**config.mk**
```make
export PLATFORM = sky130hd
export DESIGN_NAME = btn_input_conditioner
export DESIGN_NICKNAME = d
export VERILOG_FILES = /design/src/rtl/btn_input_conditioner.sv
export SDC_FILE = /design/constraint.sdc
export NUM_CORES = 1
export LEC_CHECK = 0
export CAP_MARGIN = 20
export CORE_MARGIN = 1
export CORE_UTILIZATION = 61
export DETAILED_ROUTE_END_ITERATION = 6
export GPL_TIMING_DRIVEN = 0
export HOLD_SLACK_MARGIN = 0.03
export PLACE_DENSITY = 0.77
export SKIP_LAST_GASP = 1
export SYNTH_ARGS = -nofsm -noshare
export SYNTH_HDL_FRONTEND = slang
export SYNTH_SLANG_ARGS = --single-unit
export TNS_END_PERCENT = 5
```
**constraint.sdc**
```tcl
create_clock -name w_clk -period 4.51 [get_ports w_clk]
set_input_delay 0.451 -clock w_clk [delete_from_list [all_inputs] [get_ports w_clk]]
set_output_delay 0.451 -clock w_clk [all_outputs]
set_load 0.02 [all_outputs]
```
**src/rtl/btn_input_conditioner.sv**
```systemverilog
// Purpose : turns raw push-button levels into one-hot single-cycle commands (sync, debounce, press pulse, arbitration, auto-repeat).
// Latency : a raw press first sampled at edge 1 produces a debounced level at edge DEBOUNCE_CYCLES+2 and a pulse after edge DEBOUNCE_CYCLES+3.
// Backpressure: none; the consumer cannot stall. i_en = 0 drops events and the block never queues them.
//
// Ports:
//   w_clk        system clock
//   w_rst_n      asynchronous active-low reset, released synchronously
//   i_btn        raw asynchronous button levels, 1 = pressed
//   i_en         command enable; 0 suppresses every output pulse
//   o_user_input registered one-hot command pulse (INC=bit0, DEC=bit1, OK=bit2), or all-zero
//   o_btn_level  debounced button levels
//
// N_BTN must be at least 3, because the fixed priority order names bits 2, 1 and 0.
module btn_input_conditioner #(
    parameter int               N_BTN           = 4,
    parameter int               DEBOUNCE_CYCLES = 1000000,
    parameter int               REPEAT_DELAY    = 50000000,
    parameter int               REPEAT_PERIOD   = 15000000,
    parameter logic [N_BTN-1:0] REPEAT_MASK     = N_BTN'(4'b0011)
) (
    input  logic             w_clk,
    input  logic             w_rst_n,
    input  logic [N_BTN-1:0] i_btn,
    input  logic             i_en,
    output logic [N_BTN-1:0] o_user_input,
    output logic [N_BTN-1:0] o_btn_level
);

    localparam int DB_W = $clog2(DEBOUNCE_CYCLES + 1);
    localparam logic [DB_W-1:0] DB_LAST = DB_W'(DEBOUNCE_CYCLES - 1);

    localparam int RC_MAX = (REPEAT_DELAY > REPEAT_PERIOD) ? REPEAT_DELAY : REPEAT_PERIOD;
    localparam int RC_W   = $clog2(RC_MAX + 1);
    localparam logic [RC_W-1:0] RD_LAST = RC_W'(REPEAT_DELAY - 1);
    localparam logic [RC_W-1:0] RP_LAST = RC_W'(REPEAT_PERIOD - 1);

    typedef enum logic [1:0] {
        IDLE   = 2'd0,
        DELAY  = 2'd1,
        REPEAT = 2'd2
    } rep_state_t;

    logic [N_BTN-1:0] sync1;
    logic [N_BTN-1:0] sync2;
    logic [N_BTN-1:0] level;
    logic [N_BTN-1:0] level_q;
    logic [N_BTN-1:0] armed;
    logic [1:0]       prime_sr;
    logic [DB_W-1:0]  db_cnt [N_BTN];

    logic [N_BTN-1:0] press_ev;
    logic [N_BTN-1:0] press_gnt;
    logic             rep_abort;
    logic [RC_W-1:0]  rep_last;

    rep_state_t       state;
    rep_state_t       state_nxt;
    logic [N_BTN-1:0] held;
    logic [N_BTN-1:0] held_nxt;
    logic [RC_W-1:0]  rep_cnt;
    logic [RC_W-1:0]  rep_cnt_nxt;
    logic [N_BTN-1:0] user_nxt;

    // Two-flop synchroniser. A button only becomes eligible for press
    // events once it has been seen released after reset (prime_sr waits
    // until sync2 carries a real sample), so a button held through reset
    // has to be let go and pressed again.
    always_ff @(posedge w_clk or negedge w_rst_n) begin
        if (!w_rst_n) begin
            sync1    <= '0;
            sync2    <= '0;
            prime_sr <= '0;
            armed    <= '0;
        end else begin
            sync1    <= i_btn;
            sync2    <= sync1;
            prime_sr <= {prime_sr[0], 1'b1};
            if (prime_sr[1]) begin
                armed <= armed | ~sync2;
            end
        end
    end

    // Per-bit debounce: the synchronised level must disagree with the
    // accepted level for DEBOUNCE_CYCLES consecutive edges before it is taken.
    always_ff @(posedge w_clk or negedge w_rst_n) begin
        if (!w_rst_n) begin
            level   <= '0;
            level_q <= '0;
            for (int i = 0; i < N_BTN; i++) begin
                db_cnt[i] <= '0;
            end
        end else begin
            level_q <= level;
            for (int i = 0; i < N_BTN; i++) begin
                if (sync2[i] == level[i]) begin
                    db_cnt[i] <= '0;
                end else if (db_cnt[i] == DB_LAST) begin
                    level[i]  <= sync2[i];
                    db_cnt[i] <= '0;
                end else begin
                    db_cnt[i] <= db_cnt[i] + 1'b1;
                end
            end
        end
    end

    assign press_ev = level & ~level_q & armed;

    // Fixed priority OK(2) > DEC(1) > INC(0) > 3 > higher indices. Later
    // assignments override earlier ones, so the walk runs from the lowest
    // priority up. Losers are simply dropped.
    always_comb begin
        press_gnt = '0;
        for (int i = N_BTN - 1; i >= 3; i--) begin
            if (press_ev[i]) begin
                press_gnt    = '0;
                press_gnt[i] = 1'b1;
            end
        end
        if (press_ev[0]) begin
            press_gnt    = '0;
            press_gnt[0] = 1'b1;
        end
        if (press_ev[1]) begin
            press_gnt    = '0;
            press_gnt[1] = 1'b1;
        end
        if (press_ev[2]) begin
            press_gnt    = '0;
            press_gnt[2] = 1'b1;
        end
    end

    // Repeating stops as soon as the held button is released or any other
    // button is down; held is one-hot while DELAY/REPEAT are active.
    assign rep_abort = ((level & held) == '0) || ((level & ~held) != '0);
    assign rep_last  = (state == DELAY) ? RD_LAST : RP_LAST;

    always_comb begin
        state_nxt   = state;
        held_nxt    = held;
        rep_cnt_nxt = rep_cnt;
        user_nxt    = '0;

        if (!i_en) begin
            state_nxt = IDLE;
        end else if (press_gnt != '0) begin
            // A fresh press always wins over a pending repeat.
            user_nxt = press_gnt;
            if ((press_gnt & REPEAT_MASK) != '0) begin
                state_nxt   = DELAY;
                held_nxt    = press_gnt;
                rep_cnt_nxt = '0;
            end else begin
                state_nxt = IDLE;
            end
        end else begin
            case (state)
                DELAY, REPEAT: begin
                    if (rep_abort) begin
                        state_nxt = IDLE;
                    end else if (rep_cnt == rep_last) begin
                        user_nxt    = held;
                        state_nxt   = REPEAT;
                        rep_cnt_nxt = '0;
                    end else begin
                        rep_cnt_nxt = rep_cnt + 1'b1;
                    end
                end
                IDLE: begin
                    state_nxt = IDLE;
                end
                default: begin
                    state_nxt = IDLE;
                end
            endcase
        end
    end

    always_ff @(posedge w_clk or negedge w_rst_n) begin
        if (!w_rst_n) begin
            state        <= IDLE;
            held         <= '0;
            rep_cnt      <= '0;
            o_user_input <= '0;
        end else begin
            state        <= state_nxt;
            held         <= held_nxt;
            rep_cnt      <= rep_cnt_nxt;
            o_user_input <= user_nxt;
        end
    end

    assign o_btn_level = level;

endmodule

```
=== After elaboration in Yosys (flattened, before gate mapping) ===
Index checks and enable logic that the tools add are counted.

* Multiplexer cells: 29
* Bitwise operators: 12
* Add/sub/neg operators: 5
* Equal/unequal tests: 14
* Reduce and logical (&&, ||, !) cells: 13

{| class="wikitable"
|+ Operators by type and width
! kind !! number
|-
| 2-to-1 mux 20 bit || 8
|-
| 2-to-1 mux 26 bit || 6
|-
| adder 20 x 1 -> 20 bit, second input constant || 4
|-
| equality test 20 bit, second input constant || 4
|-
| 2-to-1 mux 4 bit || 9
|-
| adder 26 x 1 -> 26 bit, second input constant || 1
|-
| equality test 26 bit || 1
|-
| bitwise AND 4 bit || 4
|-
| inverter 4 bit || 3
|-
| nonzero test 4 bit || 3
|-
| 2-to-1 mux 2 bit || 5
|-
| AND reduction 2 bit || 4
|-
| inequality test 5 bit, second input constant || 1
|-
| equality test 1 bit || 4
|-
| logical NOT 4 bit || 1
|-
| inequality test 2 x 1 -> 1 bit, second input constant || 2
|-
| inverter 1 bit || 4
|-
| bitwise OR 4 bit || 1
|-
| AND reduction 4 bit || 1
|-
| AND reduction 3 bit || 1
|-
| equality test 2 x 1 -> 1 bit, second input constant || 1
|-
| equality test 2 bit, second input constant || 1
|-
| nonzero test 2 bit || 1
|-
| OR reduction 2 bit || 1
|-
| other kinds (2) || 2
|}

* Input bits: 7
* Logic and storage cells: 90
* Flip-flop bits (word level): 138
* Output and inout bits: 8

=== Longest topological paths before layout ===
Gate-level depths: netlist of the first run.

* Word-level depth: 11
* Depth in mapped cells: 9
* Gate-level depth less buffers: 8

=== Worst setup path after synthesis of the first run ===
OpenSTA, ideal clock, no wires.

* Kind: register to register
* Start point: register state[0]
* End point: register rep_cnt[10]
* Buffers on the path: 1
* Setup slack: 2.361 ns
* Clock period less this slack: 2.149 ns
* Arrival: 2.028 ns
* Stages on the path, launching flop included: 9
* Data required time: 4.389 ns
* Library setup time: 0.121 ns
* Cell sequence: dfrtp_1 -> ha_1 -> nor4_1 -> nand4_1 -> a2111oi_4 -> nor2_2 -> buf_6 -> a21o_1 -> a22o_1

* Word-level cells in the longest chain between the ends: 7
* Elaborated cells on any way between the ends: 11
* Classes of those cells: eq/ne: 3; mux: 5; reduce/logical: 3

{| class="wikitable"
|+ RTL lines
! what !! RTL line !! text
|-
| start: declaration || 56 || <nowiki>rep_state_t state;</nowiki>
|-
| start signal: assignment || 188 || <nowiki>state <= state_nxt;</nowiki>
|-
| equality test 2 x 1 -> 1 bit || 138, 159 ||
|-
| 2-to-1 mux 26 bit || 138 || <nowiki>assign rep_last = (state == DELAY) ? RD_LAST : RP_LAST;</nowiki>
|-
| equality test 26 bit || 163 || <nowiki>end else if (rep_cnt == rep_last) begin</nowiki>
|-
| 2-to-1 mux 26 bit || 163 ||
|-
| 2-to-1 mux 26 bit || 161 || <nowiki>if (rep_abort) begin</nowiki>
|-
| 2-to-1 mux 26 bit || 159 || <nowiki>case (state)</nowiki>
|-
| 2-to-1 mux 26 bit || 148 || <nowiki>end else if (press_gnt != '0) begin</nowiki>
|-
| end signal: assignment || 190 || <nowiki>rep_cnt <= rep_cnt_nxt;</nowiki>
|-
| end: declaration || 60 || <nowiki>logic [RC_W-1:0] rep_cnt;</nowiki>
|}

Parallel ways exist; a longest one is shown, timed or not. The select of a mux whose other input is x is not followed.
A chain may end at the register's enable or synchronous reset.

=== Final worst setup path of the first run ===
* Start point: register rep_cnt[0]
* End point: register rep_cnt[25]

* Word-level cells in the longest chain between the ends: 5
* Elaborated cells on any way between the ends: 6
* Classes of those cells: add/sub: 1; eq/ne: 1; mux: 4

{| class="wikitable"
|+ RTL lines
! what !! RTL line
|-
| adder 26 x 1 -> 26 bit or equality test 26 bit (tied branches) || 168, 163
|-
| 2-to-1 mux 26 bit (*) || 163
|-
| 2-to-1 mux 26 bit (*) || 161
|-
| 2-to-1 mux 26 bit (*) || 159
|-
| 2-to-1 mux 26 bit (*) || 148
|}

Mark *: on every way between the ends. The rest lies on a longest branch, timed or not. The select of a mux whose other input is x is not followed.

==> results of run 1 <==
==> placed cells by master, fill, tap and decap left out, types with 4 or more instances in the layout <==
master,count
nor3_1,8
and4_1,4
and2_1,8
nand2_1,60
o21ai_0,10
nand4_1,25
xnor2_1,33
nor2b_1,6
o31ai_1,7
buf_2,4
a21o_1,9
dfrtp_1,138
or3_1,4
or2_2,7
clkbuf_8,4
o21ai_1,5
nor2_1,107
clkbuf_1,7
mux2_2,4
a2bb2oi_2,4
buf_6,4
o22ai_1,5
clkbuf_16,16
ha_1,6
nor4_1,16
clkdlybuf4s50_1,13
inv_1,23
xor2_1,40
and3_1,13
a21oi_1,9
a22o_1,10
bufinv_16,8
nand3_1,46
==> final timing paths <==
kind	from	to	slack [ns]	cells past startpoint
min in group asynchronous	w_rst_n	db_cnt[8]	0.45	2
worst max register to register	rep_cnt[0]	rep_cnt[25]	1.97	8
worst min register to register	prime_sr[0]	prime_sr[1]	0.35	0
max in group asynchronous	w_rst_n	db_cnt[71]	3.29	3
worst min-delay path	prime_sr[0]	prime_sr[1]	0.35	0
worst max-delay path	rep_cnt[0]	rep_cnt[25]	1.97	8
==> flip-flops by register name (all words and copies together) (netlist names) <==
| register | count |
|---|---|
| prime_sr | 2 |
| o_btn_level | 4 |
| armed | 4 |
| sync2 | 4 |
| level_q | 4 |
| db_cnt | 80 |
| state | 2 |
| held | 4 |
| rep_cnt | 26 |
| sync1 | 4 |
| o_user_input | 4 |
==> where the power goes <==
group / switching, mW / internal [mW]
Sequential: 0.0120 / 1.25
Clock: 0.517 / 1.17
Combinational: 0.0489 / 0.0211
==> cell type report <==
| cell class | instances | share of cell area |
|---|---|---|
| clock buffers | 21 | 0.05951 |
| repair buffers | 16 | 0.02319 |
| multi-input cells | 486 | 0.3916 |
| flip-flops and latches | 138 | 0.4475 |
| clock inverters | 11 | 0.03405 |
| well taps | 136 | 0.02205 |
| inverters | 23 | 0.01119 |
| plain buffers | 14 | 0.01086 |
==> per-layer routing <==
layer	part of all wire	routed length [µm]
met1	0.47	6324
met2	0.48	6453
met3	0.037	497
met4	0.011	144
met5	0	0
==> through the flow <==
step	TNS, ns	power [mW]	setup slack, ns	hold slack [ns]	cell area (µm²)
global route	0	3.103	1.828	0.3479	7716
detailed placement	0	1.357	2.030	0.3417	6984
CTS	0	3.038	1.970	0.3374	7716
finish	0	3.018	1.973	0.3535	7716
global placement	-314.99	1.352	-2.290	0.3319	6955
floorplan	0	1.313	2.361	0.1554	6645
==> logic make-up (layout without fill, tap and decap cells) <==
group / after synthesis / count (layout) / share of synthesized area
AOI/OAI and AO/OA: 72 / 72 / 0.08473
and+or+nand+nor: 330 / 330 / 0.2551
other: 1 / 1 / 0.0005643
DFF: 138 / 138 / 0.5197
adders and majority gates: 6 / 6 / 0.01130
buffers and inverters: 37 / 85 / 0.02561
xor gates and xnor gates: 73 / 73 / 0.09622
muxes: 4 / 4 / 0.006778
==> worst max-delay path, stage by stage, from the launching register on <==
cell       delay [ns]
dfrtp_1          0.41
ha_1             0.24
and3_1           0.19
nand3_1          0.26
a2111oi_4        0.57
or2_2            0.26
buf_6            0.17
a2bb2oi_1        0.20
o41ai_1          0.11
==> run metrics, run 1 <==
outcome finished, final reports clean; data required time at the worst endpoint slightly below 5 ns; library cell used as clock root buffer clkbuf_8; setup violators final 0; signed area change from the synthesized netlist to the final layout 16.12%; Final Hold Viols 0; post-layout minimum cycle time around 2.5 ns; final core area utilization 0.7375; number of distinct library cells after synthesis 59; remaining global-route overflow 0; leakage power summed over all cells between 3 and 4 nW; asr flop ratio synth 1.000; first-pass GRT wire length between 20,000 and 25,000 µm; maximum clock insertion buffer count 2; dominant synthesized flop cell dfrtp_1; met1 Usage GRT 0.3625; Tightest Hold Check Type reg -> reg; Die Span Y ~110 µm; syn_nets between 600 and 700; final antenna-violating net count 0; routed vias slightly below 5,000; number of buffers created by CTS 17; fin. max-slew vios 0; Worst slew margin 0.5410; Max IR drop VDD roughly 0.36 mV; standard cell core area ~10,000 µm²; number of placed instances, taps included ~810; per-cell routed wire length between 15 and 20 µm; DR vias/cell ~6; number of iterations in the first detailed-routing pass 5; vias in the first global route ~4,800; CTS tree done; cell count after synthesis roughly 660; fill cell count roughly 700; Row Count 37; kind of capture point of the worst setup path flop; Synth top area share 0.5197; drc violations 0; unrepaired setup endpoints after global routing false; clk sink count 138; post-synthesis register bit count 138; Detailed Route WL roughly 13,000 µm; most frequently used cell type in the post-synthesis netlist dfrtp_1; ranking of synthesized cells by instance count dfrtp_1, nor2_1, nand2_1; Layout Skew roughly 0.0080 ns; startpoint kind of the worst setup timing path flop; Ys Warns 0; Fmax achieved around 0.39 GHz; Buffers on Ports 14; die span in x about 110 µm; met3 usage in global routing 0.06560; critical path peak fanout 10; start-to-end type of the worst setup path reg -> reg; number of antenna diodes 0; sequential cell area fraction in the yosys report 0.5197; area of the mapped netlist around 6600 µm²; top post-synthesis cells by area dfrtp_1, nor2_1, xor2_1; post-layout instance count excluding filler cells 845; power per cell area roughly 400 nW/µm²; DIE AREA roughly 11,000 µm²; detailed router's first-iteration violation count ~340; overall global routing resource usage 0.2658; H-tree levels 4; largest net degree at the start of global routing 82; cell taking the most area after synthesis dfrtp_1; GR peak layer met2; count of pins on the block boundary 15; # resized after CTS 0; gp weighted congestion 0.8761; starting utilization of the core area 0.6351; area of the multi-input gates between 3000 and 4000 µm²; data arrival time of the critical path a little under 3 ns; sequential standard cell area 3453 µm²; global-route met2 utilization 0.4151; clock transition time at the flip-flop clock pins of the worst setup and hold paths 0.06 ns; number of enable flip-flop cells after synthesis 0; clock insertion delay at the later pin of the skew report 0.53 ns; Least-Margin Pin Slew 0.6828 ns; Final #Nets between 700 and 800; share of layout cells above drive strength 1 0.09450; Max Cap Viol 0; Final HPWL DP 8903 µm; Post-Syn Area per Cell 10.05 µm²; share of the clock period used by the worst path after layout 0.5626; Post CTS Setup Buffer Count 0; number of antenna violations at the first check in global routing 0; hold-fix buffers at CTS 1
No activity file was read; power rests on OpenSTA's default activity.
==> run 2: changes to the inputs <==
--- a/config.mk
+++ b/config.mk
@@ -7,11 +7,11 @@
 export LEC_CHECK = 0
 export CAP_MARGIN = 20
 export CORE_MARGIN = 1
-export CORE_UTILIZATION = 61
+export CORE_UTILIZATION = 56
 export DETAILED_ROUTE_END_ITERATION = 6
 export GPL_TIMING_DRIVEN = 0
 export HOLD_SLACK_MARGIN = 0.03
-export PLACE_DENSITY = 0.77
+export PLACE_DENSITY = 0.74
 export SKIP_LAST_GASP = 1
 export SYNTH_ARGS = -nofsm -noshare
 export SYNTH_HDL_FRONTEND = slang
==> constraint.sdc (replaced) <==
create_clock -name w_clk -period 2.16 [get_ports w_clk]
set_input_delay 0.216 -clock w_clk [delete_from_list [all_inputs] [get_ports w_clk]]
set_output_delay 0.216 -clock w_clk [all_outputs]
set_load 0.02 [all_outputs]
==> run metrics, run 2 (synthesis gave the netlist of run 1 again) <==
Final HPWL DP between 8000 and 9000 µm; per-cell routed wire length 15.01 µm; longest individual stage delay on the worst path 0.44 ns; Die Span Y between 100 and 150 µm; clk sink count about 140; starting utilization of the core area 0.5795; Max Cap Viol 0; cells traversed along the worst timing path inv_1, ha_1, a2111o_1, o311a_4, nand2b_4, buf_8, a21o_1, a22o_1; Layout Skew around 0.006 ns; Row Count 39; signed area change from the synthesized netlist to the final layout 15.21%; final setup margin -0.09768 ns; dpl cell area approximately 7000 µm²; leading cell types in the layout, fill and taps excluded dfrtp_1, nor2_1, nand2_1, nand3_1, xor2_1; setup TNS -1.116 ns; overall global routing resource usage 0.2325; number of antenna violations at the first check in global routing 0; Worst slew margin 0.5141; Buffers on Ports 14; clock transition time at the flip-flop clock pins of the worst setup and hold paths approximately 0.06 ns; largest register by flop count db_cnt; maximum clock insertion buffer count 2; Detailed Route WL approximately 13,000 µm; fin. max-slew vios 0; CTS tree done; largest net degree at the start of global routing 97; Fmax achieved about 0.44 GHz; number of antenna diodes 0; most common cell after layout, fill and taps aside dfrtp_1; start-to-end type of the worst setup path reg -> reg; worst hold margin 0.2245 ns; routed vias between 4,000 and 5,000; share of layout cells above drive strength 1 0.1103; DR vias/cell roughly 5.7; share of the clock period used by the worst path after layout 1.045; startpoint kind of the worst setup timing path flop; number of buffers created by CTS 17; critical path peak fanout 9; vias in the first global route between 4,000 and 5,000; final core area utilization 0.6676; leakage power summed over all cells roughly 3.3 nW; post-layout minimum cycle time between 2 and 2.5 ns; Final Hold Viols 0; Tightest Hold Check Type in -> reg; setup violators final 26; library cell used as clock root buffer clkbuf_16; detailed router's first-iteration violation count between 300 and 400; data arrival time of the critical path 2.57 ns; drc violations 0; clock insertion delay at the later pin of the skew report 0.43 ns; number of flip-flops under the largest register name 80; cell class contributing the biggest share of worst-path delay compound AO/OA/AOI/OAI gates; remaining global-route overflow 0; first-pass GRT wire length around 23,000 µm; DIE AREA about 12,000 µm²; number of buffer and inverter stages on the critical path 2; number of iterations in the first detailed-routing pass 5; Final #Nets approximately 720; data required time at the worst endpoint approximately 2.5 ns; die span in x ~110 µm; outcome complete, but fails checks; CP max stage cell o311a_4; violations in the final reports setup timing; kind of capture point of the worst setup path flop; H-tree levels 4; final cell area excluding filler cells around 7700 µm²; largest registers in the final layout db_cnt x80, rep_cnt x26; Least-Margin Pin Slew 0.7229 ns; standard cell core area 11,470 µm²; final antenna-violating net count 0; power per cell area about 740 nW/µm²; count of pins on the block boundary 15; gp weighted congestion 0.8498; unrepaired setup endpoints after global routing true; Max IR drop VDD between 0.7 and 0.8 mV
-- run 2: changes by cell type in the layout (fill, tap and decap cells not counted), sizes merged --
cell	previous run	this run
buf	10	17
bufinv	8	2
clkbuf	27	24
clkinv	3	4
clkinvlp	0	5
inv	23	26
-- run 2: worst paths after layout --
check                      startpoint  slack [ns]        endpoint  cells past startpoint
hold / removal               i_btn[2]        0.22        sync1[2]                      1
setup / recovery             state[1]        -0.1     rep_cnt[17]                      8
setup reg to reg             state[1]        -0.1     rep_cnt[17]                      8
min in group asynchronous     w_rst_n        0.27       db_cnt[8]                      2
hold reg to reg              sync1[1]        0.35        sync2[1]                      0
max in group asynchronous     w_rst_n        1.09  o_btn_level[0]                      3
-- run 2: timing repair --
item | 4_1_cts | 5_1_grt
resized for setup | 6 | 3
endpoints found under the setup margin | 44 | 96
setup buffers | 7 | 0
hold endpoints to repair | 42 | 0
hold buffers | 1 | 0
pin swaps | 8 | 0
-- run 2: worst reg2reg max path: stages, from the launching register on --
cell	delay, ns
dfrtp_1	0.34
inv_1	0.05
ha_1	0.31
a2111o_1	0.33
o311a_4	0.44
nand2b_4	0.17
buf_8	0.14
a21o_1	0.15
a22o_1	0.23
-- run 2: report_power, final --
group,switching (mW),internal (mW)
Clock,1.15,1.70
Combinational,0.0996,0.0440
Sequential,0.0249,2.61
-- run 2: layout make-up --
| class | count | area, µm² |
|---|---|---|
| clock buffers | 18 | 429.2 |
| fillers | 854 | 3811 |
| multi-input cells | 486 | 3032 |
| inverters | 23 | 86.33 |
| repair buffers | 23 | 231.5 |
| plain buffers | 14 | 95.09 |
| well taps | 143 | 178.9 |
| flip-flops and latches | 138 | 3456 |
| clock inverters | 14 | 147.6 |
-- run 2: through the flow --
stage               power [mW]  worst slack, ns  instances
finish                   5.632         -0.09768        859
global route             5.805          -0.2054        859
CTS                      5.677         -0.08535        859
detailed placement       2.831          -0.2611        819
global placement         2.822           -4.401        818
floorplan                2.742          0.01073        661
-- run 2: layer usage --
layer,track usage,vias up,share of wire
met1,0.3090,2381,0.47
li1,-,2398,-
met2,0.3677,84,0.47
met5,0,-,0
met4,0.1031,0,0.017
met3,0.05085,20,0.038
==> run 3: changes to the inputs <==
--- a/config.mk
+++ b/config.mk
@@ -12,6 +12,7 @@
 export GPL_TIMING_DRIVEN = 0
 export HOLD_SLACK_MARGIN = 0.03
 export PLACE_DENSITY = 0.74
+export SKIP_CTS_REPAIR_TIMING = 1
 export SKIP_LAST_GASP = 1
 export SYNTH_ARGS = -nofsm -noshare
 export SYNTH_HDL_FRONTEND = slang
==> run metrics, run 3 (synthesis gave the netlist of run 1 again) <==
start-to-end type of the worst setup path reg -> reg; Buffers on Ports 14; fin. max-slew vios 0; post-layout instance count excluding filler cells around 870; number of flip-flops under the largest register name 80; outcome complete, but fails checks; Worst slew margin 0.5335; detailed router's first-iteration violation count 318; largest registers in the final layout db_cnt x80, rep_cnt x26; startpoint kind of the worst setup timing path flop; gp weighted congestion ~0.85; Layout Skew about 0.0063 ns; Final HPWL DP roughly 8500 µm; clock transition time at the flip-flop clock pins of the worst setup and hold paths 0.06 ns; area of the multi-input gates between 3000 and 4000 µm²; overall global routing resource usage 0.2296; sequential standard cell area about 3500 µm²; standard cell core area 11,470 µm²; violations in the final reports setup timing; setup TNS -1.261 ns; routed vias roughly 5,000; clock insertion delay at the later pin of the skew report 0.42 ns; longest individual stage delay on the worst path roughly 0.44 ns; Tightest Hold Check Type in -> reg; final antenna-violating net count 0; unrepaired setup endpoints after global routing true; number of buffers created by CTS 17; clk sink count approximately 140; dpl cell area 6993 µm²; share of layout cells above drive strength 1 0.1427; DR vias/cell around 5.7; final setup margin -0.1132 ns; final core area utilization 0.6866; largest register by flop count db_cnt; Least-Margin Pin Slew slightly below 0.7 ns; post-layout minimum cycle time between 2 and 2.5 ns; Row Count 39; H-tree levels 4; critical path peak fanout 5; data required time at the worst endpoint 2.47 ns; cells traversed along the worst timing path nor2b_4, a2111o_1, o311a_4, nand2b_4, buf_8, a21o_1, a22o_1; Detailed Route WL between 10,000 and 15,000 µm; signed area change from the synthesized netlist to the final layout 18.49%; leading cell types in the layout, fill and taps excluded dfrtp_1, nor2_1, nand2_1, nand3_1, xor2_1; Max Cap Viol 0; vias in the first global route between 4,000 and 5,000; setup violators final 25; count of pins on the block boundary 15; leakage power summed over all cells around 3.4 nW; Fmax achieved 0.4399 GHz; worst slack at placement -0.2611 ns; kind of capture point of the worst setup path flop; die span in x between 100 and 150 µm; data arrival time of the critical path between 2 and 3 ns; number of placed instances, taps included slightly above 800; power per cell area between 700 and 800 nW/µm²; Final #Nets between 700 and 800; Max IR drop VDD about 0.76 mV; library cell used as clock root buffer clkbuf_16; first-pass GRT wire length around 22,000 µm; drc violations 0; fill cell count 824; number of iterations in the first detailed-routing pass 5; CP max stage cell dfrtp_2; per-cell routed wire length about 15 µm; Final Hold Viols 0; number of antenna violations at the first check in global routing 0; share of the clock period used by the worst path after layout 1.052; DIE AREA around 12,000 µm²; largest net degree at the start of global routing 97; Die Span Y 110.9 µm; remaining global-route overflow 0; CTS tree done; starting utilization of the core area 0.5795; final cell area excluding filler cells 7874 µm²; number of antenna diodes 0; most common cell after layout, fill and taps aside dfrtp_1; maximum clock insertion buffer count 2
## run 3: changes by cell type in the layout (fill, tap and decap cells not counted), sizes merged
cell and delta:
clkbuf +2, buf +11
## run 3: cell type report
| type | instances | share of cell area |
|---|---|---|
| sequential | 138 | 0.4391 |
| inverter | 23 | 0.01096 |
| tap | 143 | 0.02272 |
| clock inverter | 14 | 0.01875 |
| buffer | 14 | 0.01382 |
| multi-input combinational | 486 | 0.3942 |
| clock buffer | 18 | 0.05451 |
| timing repair buffer | 36 | 0.04592 |
## run 3: power breakdown
part	total, mW	leakage, nW	internal (mW)	switching (mW)
Clock	2.85	0.269	1.70	1.15
Combinational	0.143	1.29	0.0440	0.0995
Sequential	2.64	1.80	2.61	0.0249
## run 3: path summary, 6_finish.rpt
check,endpoint,start,slack [ns],cells after the start
max,rep_cnt[5],o_btn_level[3],-0.11,7
max reg2reg,rep_cnt[5],o_btn_level[3],-0.11,7
min reg2reg,sync2[0],sync1[0],0.35,0
max in group asynchronous,o_btn_level[0],w_rst_n,1.09,3
min in group asynchronous,db_cnt[8],w_rst_n,0.27,2
min,sync1[2],i_btn[2],0.23,1
## run 3: metal layers
metal  part of all wire  track usage
met2               0.48       0.3611
met5                  0            0
met1               0.47       0.3057
met4              0.014       0.1031
met3              0.045      0.05139
## run 3: stage by stage
stage / power, mW / hold WS [ns]
after global placement: 2.822 / 0.3324
after CTS: 5.676 / -0.2908
after floorplan: 2.742 / -0.07959
final: 5.629 / 0.2268
after detailed placement: 2.831 / 0.1602
after global routing: 5.806 / 0.2238
## run 3: critical path, delay by kind of cell (launching register included)
kind	cells	cell delay [ns]
simple gates	2	0.35
flops	1	0.44
compound gates	4	1.22
buf+inv	1	0.15
